==> config.mk <==
export PLATFORM = sky130hd
export DESIGN_NAME = noc_rr_arbiter_lock
export DESIGN_NICKNAME = d
export VERILOG_FILES = /design/src/rtl/noc_rr_arbiter_lock.sv
export SDC_FILE = /design/constraint.sdc
export NUM_CORES = 1
export LEC_CHECK = 0
export CORE_UTILIZATION = 50
export DETAILED_ROUTE_END_ITERATION = 16
export PLACE_DENSITY_LB_ADDON = 0.1
export SYNTH_ARGS = -nofsm -noshare
export SYNTH_HDL_FRONTEND = slang
export SYNTH_SLANG_ARGS = --single-unit
==> constraint.sdc <==
create_clock -name clk_i -period 7.8 [get_ports clk_i]
set_clock_uncertainty 0.2 [all_clocks]
set_input_delay 2.34 -clock clk_i [delete_from_list [all_inputs] [get_ports clk_i]]
set_output_delay 2.34 -clock clk_i [all_outputs]
set_load 0.02 [all_outputs]
==> src/rtl/noc_rr_arbiter_lock.sv <==
// Round-robin output-port arbiter with wormhole packet locking.
// Grant is registered and one-hot; gnt_idx_o doubles as the lock owner.
module noc_rr_arbiter_lock #(
   parameter int unsigned  NUM_PORTS = 5,
   parameter bit           LOCK_MODE = 1'b1,
   localparam int unsigned IDX_W     = $clog2(NUM_PORTS)
) (
   input  logic                 clk_i,
   input  logic                 rst_ni,
   input  logic [NUM_PORTS-1:0] req_i,
   input  logic [NUM_PORTS-1:0] tail_i,
   output logic [NUM_PORTS-1:0] gnt_o,
   output logic                 gnt_valid_o,
   output logic [IDX_W-1:0]     gnt_idx_o
);

   typedef enum logic [0:0] {StIdle, StBusy} state_e;

   localparam logic [IDX_W:0]   NumP    = (IDX_W+1)'(NUM_PORTS);
   localparam logic [IDX_W-1:0] LastIdx = IDX_W'(NUM_PORTS - 1);

   state_e                 state_q, state_d;
   logic [NUM_PORTS-1:0]   gnt_q, gnt_d;
   logic                   valid_q, valid_d;
   logic [IDX_W-1:0]       idx_q, idx_d;
   logic [IDX_W-1:0]       ptr_q, ptr_d;

   logic                   hold, rel, found;
   logic [IDX_W-1:0]       base, win;
   logic [IDX_W:0]         sum;

   function automatic logic [IDX_W-1:0] next_idx(input logic [IDX_W-1:0] x);
      return (x == LastIdx) ? '0 : x + 1'b1;
   endfunction

   // On release the search starts just past the old owner, otherwise at ptr.
   always_comb begin
      hold  = LOCK_MODE && (state_q == StBusy) && req_i[idx_q] && !tail_i[idx_q];
      rel   = LOCK_MODE && (state_q == StBusy) && !hold;
      base  = rel ? next_idx(idx_q) : ptr_q;
      found = 1'b0;
      win   = '0;
      sum   = '0;
      for (int unsigned i = 0; i < NUM_PORTS; i++) begin
         sum = {1'b0, base} + (IDX_W+1)'(i);
         if (sum >= NumP) sum = sum - NumP;
         if (!found && req_i[sum[IDX_W-1:0]]) begin
            found = 1'b1;
            win   = sum[IDX_W-1:0];
         end
      end
   end

   always_comb begin
      state_d = state_q;
      gnt_d   = gnt_q;
      valid_d = valid_q;
      idx_d   = idx_q;
      ptr_d   = ptr_q;
      if (!hold) begin
         gnt_d   = '0;
         valid_d = found;
         if (found) begin
            gnt_d[win] = 1'b1;
            idx_d      = win;
            state_d    = StBusy;
         end else begin
            state_d    = StIdle;
         end
         if (rel) begin
            ptr_d = base;
         end else if (!LOCK_MODE && found) begin
            ptr_d = next_idx(win);
         end
      end
   end

   always_ff @(posedge clk_i or negedge rst_ni) begin
      if (!rst_ni) begin
         state_q <= StIdle;
         gnt_q   <= '0;
         valid_q <= 1'b0;
         idx_q   <= '0;
         ptr_q   <= '0;
      end else begin
         state_q <= state_d;
         gnt_q   <= gnt_d;
         valid_q <= valid_d;
         idx_q   <= idx_d;
         ptr_q   <= ptr_d;
      end
   end

   assign gnt_o       = gnt_q;
   assign gnt_valid_o = valid_q;
   assign gnt_idx_o   = idx_q;

   a_onehot : assert property (@(posedge clk_i) disable iff (!rst_ni) $onehot0(gnt_o));
   a_valid  : assert property (@(posedge clk_i) disable iff (!rst_ni) gnt_valid_o == |gnt_o);
   a_index  : assert property (@(posedge clk_i) disable iff (!rst_ni)
                               gnt_valid_o |-> gnt_o[gnt_idx_o]);

endmodule

Word level (Yosys, flattened, before mapping) --
Cells that the tools add are included.
Word-level totals: bits in registers 13, bits of input ports 12, output and inout bits 9
Cells by class: add/sub/neg operators 10, $lt $le $gt $ge 13, eq/ne operators 1, muxes and demuxes 35, bitwise operators 1, reductions and logical operators 16
Operator list (count):
- 3-bit 2-to-1 mux | 12
- 3-bit by 4-bit < comparator with 1-bit output (second input constant) | 7
- 1-bit binary-select mux with 3-bit select | 7
- 4-bit by 3-bit greater-or-equal comparator with 1-bit output (second input constant) | 4
- 3-bit subtractor (second input constant) | 5
- 1-bit 2-to-1 mux | 14
- 3-bit by 2-bit adder with 4-bit output (second input constant) | 2
- 1-bit logical AND | 8
- 1-bit zero test | 6
- 5-bit 2-to-1 mux | 1
- 3-bit by 1-bit adder with 4-bit output (second input constant) | 1
- 3-bit by 3-bit adder with 4-bit output (second input constant) | 1
- 2-bit AND reduction | 2
- 3-bit by 1-bit adder with 3-bit output (second input constant) | 1
- 1-bit demux with 3-bit select | 1
- 3-bit == test (second input constant) | 1
- 3-bit by 1-bit greater-or-equal comparator with 1-bit output (second input constant) | 1
- 3-bit greater-or-equal comparator (second input constant) | 1
- 1-bit inverter | 1

Logic depth before layout (Yosys ltp) --
depth in word-level cells 29, gate-level depth with buffers 21

Worst setup path after synthesis --
OpenSTA, ideal clock, no wires.
kind input to register, start input req_i[4], end register gnt_q[0], in the netlist gnt_o[0], setup time 0.092 ns, arrival 6.834 ns, setup slack 0.674 ns, stages on the path 16, cells stage by stage clkbuf_2 > or4b_4 > a32o_1 > o21ai_2 > mux2i_1 > inv_1 > ha_1 > nand2_1 > a211oi_1 > or4_4 > a221o_1 > a221o_1 > and4_4 > a221o_1 > o21bai_1 > o31ai_2
On the way: cells in the longest elaborated chain, start to end 29
RTL lines:
- start, declared | RTL line 10 | input logic [NUM_PORTS-1:0] req_i,
- 1-bit binary-select mux with 3-bit select (*) | RTL line 38 | hold = LOCK_MODE && (state_q == StBusy) && req_i[idx_q] && !tail_i[idx_q];
- 1-bit 2-to-1 mux (not written as such) (*) | RTL line 38
- 1-bit logical AND (*) (2 in a row) | RTL line 38
- 1-bit zero test (*)
- 1-bit logical AND (*) | RTL line 39 | rel = LOCK_MODE && (state_q == StBusy) && !hold;
- 3-bit 2-to-1 mux (*) | RTL line 40 | base = rel ? next_idx(idx_q) : ptr_q;
- net base[1] | RTL line 29 | logic [IDX_W-1:0] base, win;
- branches (longest 21 deep; another with 3-bit by 1-bit adder with 4-bit output)
- 5-bit 2-to-1 mux (*) | RTL line 63 | if (found) begin
- end signal, assigned | RTL line 87 | gnt_q <= gnt_d;
- end, declared | RTL line 23 | logic [NUM_PORTS-1:0] gnt_q, gnt_d;
Mark *: on every way through the listed nets, which the timed path passes. The select of a mux whose other input is x is not followed. A chain may end at the register's enable or synchronous reset.

Worst setup path in the final report --
start input req_i[4], end register idx_q[2], in the netlist gnt_idx_o[2]
On the way: cells in the longest elaborated chain, start to end 25
RTL lines:
- 1-bit binary-select mux with 3-bit select (*) | RTL line 38
- 1-bit 2-to-1 mux (not written as such) (*) | RTL line 38
- 1-bit logical AND (*) (2 in a row) | RTL line 38
- 1-bit zero test (*)
- 1-bit logical AND (*) | RTL line 39
- 3-bit 2-to-1 mux (*) | RTL line 40
- net base[2] | RTL line 29
- branches (longest 18 deep; another with 3-bit by 1-bit adder with 4-bit output)
- end signal, assigned | RTL line 89 | idx_q <= idx_d;
- end, declared | RTL line 25 | logic [IDX_W-1:0] idx_q, idx_d;
Marks and branches as above.

==> qor.yml <==
outcome: "finished clean"
rsz0062_at_grt: "false"
hold_class: "reg -> reg"
synth.most_common_cell: "nand2_1"
max_freq_mhz: 135
post_cts_resized: 0
initial_core_util_pct: 52.8
synthCells: 248
final.min_clock_period_ns: 7.42
fin_ws_ns: 0.376
cts_tree: "built"
cts_buffers: 3
drt_iter0_drc: 252
antenna_found_initial: 0
drv_cap: 0
critPathMostFrequentCell: "a21o_1"
fin_area_sq_um: 2340
die_y_microns: 64.7
grt_usage_pct: 31.3
synth_edf_count: 0
path_delay_family: "compound AO/OA/AOI/OAI gates"
io_pins: 21
drive_gt1_share_pct: 12.7
ys_seq_area_share_pct: 15.3
syn-num-nets: 271
clock-root-buffer: "clkbuf_8"
ys_top_cells_by_area: "dfrtp_1 15%, mux2i_1 7.1%, ha_1 6.4%, nand2_1 5.0%, o211ai_1 3.4%"
crit_type: "in -> reg"
fin_nets: 300
antenna_left: 0
drc: 0
required_ns: 7.78
ys_ff_latch: 12
cp_max_fo: 11
die_x_microns: 64.7
area.growth.synth_to_final_pct: 19.0
drv_slew: 0
synth_top_area_share_pct: 15.3
cts_hold_buf: 0
io_buffers: 20
via_per_inst: 6.72
ys_async_sr_fraction_pct: 100
clkLatencyLatePin_ns: 0.24
routedWlPerCell_microns: 19.2
hold_viol: 0
drt-total-wl_microns: 6210
drt_first_pass_iters: 5
synth.distinct_cells: 67
slowest_delay_ns: 0.60
antenna_cells: 0
path_cells: "clkdlybuf4s50_1, or4b_4, a32o_1, o21ai_2, buf_4, a21o_1, inv_1, ha_1, a21o_1, a311o_1, mux2i_1, a311oi_1, a31oi_1, a2111oi_0, nor3b_1, or3_1, nand2_1"
period_share_pct: 95.2
crit_slowest_cell: "a311oi_1"
netlist_area_sq_um: 1960
post_synth.cell_area_avg_sq_um: 7.92
clk_path_buf_depth: 2
setup-tns-final_ns: 0
grt_max_degree: 13
die_area_sq_um: 4180
path_buf_inv: 3
clkSinkCount: 12
cp-end-kind: "register"
timing.slew.headroom_pct: 37.2
setup_violations: 0
synth_area_leader_cell: "dfrtp_1"
place_congestion: 0.985
post-place-ws_ns: 0.247
h-tree-depth: 1
ys.flop_type: "dfrtp_1"
critPathLaunchType: "input port"
dp_hpwl_microns: 4870
rows: 22
yosys_warnings: 0
num_vias: 2177
first_global_vias: 2007
clkTransAtPathRegs_ns: 0.06
yosys-top-cells-count: "26 x nand2_1, 15 x inv_1, 14 x mux2i_1"
core-area_sq_um: 3720
post_cts_buffers: 0
grt_pass1_wl_microns: 10200
gr-total-overflow: 0
placed_area_sq_um: 2280
worstMarginPinSlew_ns: 0.935
cp.arrival_ns: 7.40
[stage by stage]
stage / util (%) / hold slack, ns / cells
finish: 62.9 / 0.279 / 324
global route: 62.9 / 0.319 / 324
CTS: 62.9 / 0.282 / 324
detailed placement: 61.4 / 0.268 / 320
global placement: 61.4 / 0.260 / 320
floorplan: - / 0.312 / 248
[logic make-up (layout without fill, tap and decap cells)]
kind of cell	after synthesis	count (layout)	synth area share [%]
compound gates	88	88	35.6
simple gates	88	88	25.2
buf+inv	28	56	6.05
mux	16	16	8.29
flops	12	12	15.3
fa+ha+maj	11	11	7.39
xor+xnor	5	5	2.23
[final cells by class]
type | instances | area, sq um
multi-input combinational | 208 | 1540
fill | 344 | 1380
timing repair buffer | 35 | 313
sequential | 12 | 300
inverter | 17 | 63.8
tap | 48 | 60.1
clock buffer | 4 | 55.1
[worst reg2reg max path, delay by kind of cell, from the launching register on]
family | cells | cell delay, ns
flops | 1 | 0.50
compound gates | 8 | 2.48
simple gates | 4 | 1.26
mux | 1 | 0.20
fa+ha+maj | 1 | 0.33
buf+inv | 2 | 0.36
[flip-flops by register name, summed over array words and instances (netlist names)]
name	flops
ptr_q	3
state_q	1
gnt_o	5
gnt_idx_o	3
[cells in the final DEF (no fill, tap or decap), types with 4 or more instances in the layout]
cell,n
nand3_1,6
nand2_1,26
a211oi_1,4
a31oi_1,5
nor2_1,11
buf_4,15
dfrtp_1,12
inv_1,15
clkdlybuf4s50_1,20
a21oi_1,9
xnor2_1,5
o21ai_0,8
nand3b_1,4
nand2b_1,5
a21o_1,5
or3_1,4
clkbuf_8,4
nor3_1,5
mux2i_1,14
o21bai_1,7
nor3b_1,4
ha_1,10
nand4_1,5
o211ai_1,9
[worst paths after layout]
| kind | slack [ns] | end | startpoint | cells after the start |
|---|---|---|---|---|
| max in group asynchronous | 4.78 | gnt_idx_o[1] | rst_ni | 1 |
| worst min register to register | 0.28 | gnt_o[4] | gnt_o[4] | 2 |
| worst min-delay path | 0.28 | gnt_o[4] | gnt_o[4] | 2 |
| worst max-delay path | 0.38 | gnt_idx_o[2] | req_i[4] | 17 |
| min in group asynchronous | 2.26 | gnt_o[4] | rst_ni | 1 |
| worst max register to register | 2.41 | gnt_idx_o[2] | gnt_idx_o[0] | 16 |
[metal layers]
metal / GRT usage (%) / up-vias / part of all wire [%]
met5: 0 / - / 0
met1: 44.4 / 1021 / 44
met4: 8.33 / 0 / 2.3
met3: 4.40 / 17 / 8.9
met2: 49.3 / 131 / 45
li1: - / 1008 / -
Power is left out: the tool's default activity adds up to more than one toggle a clock period on the data nets, which glitch-free logic cannot reach.
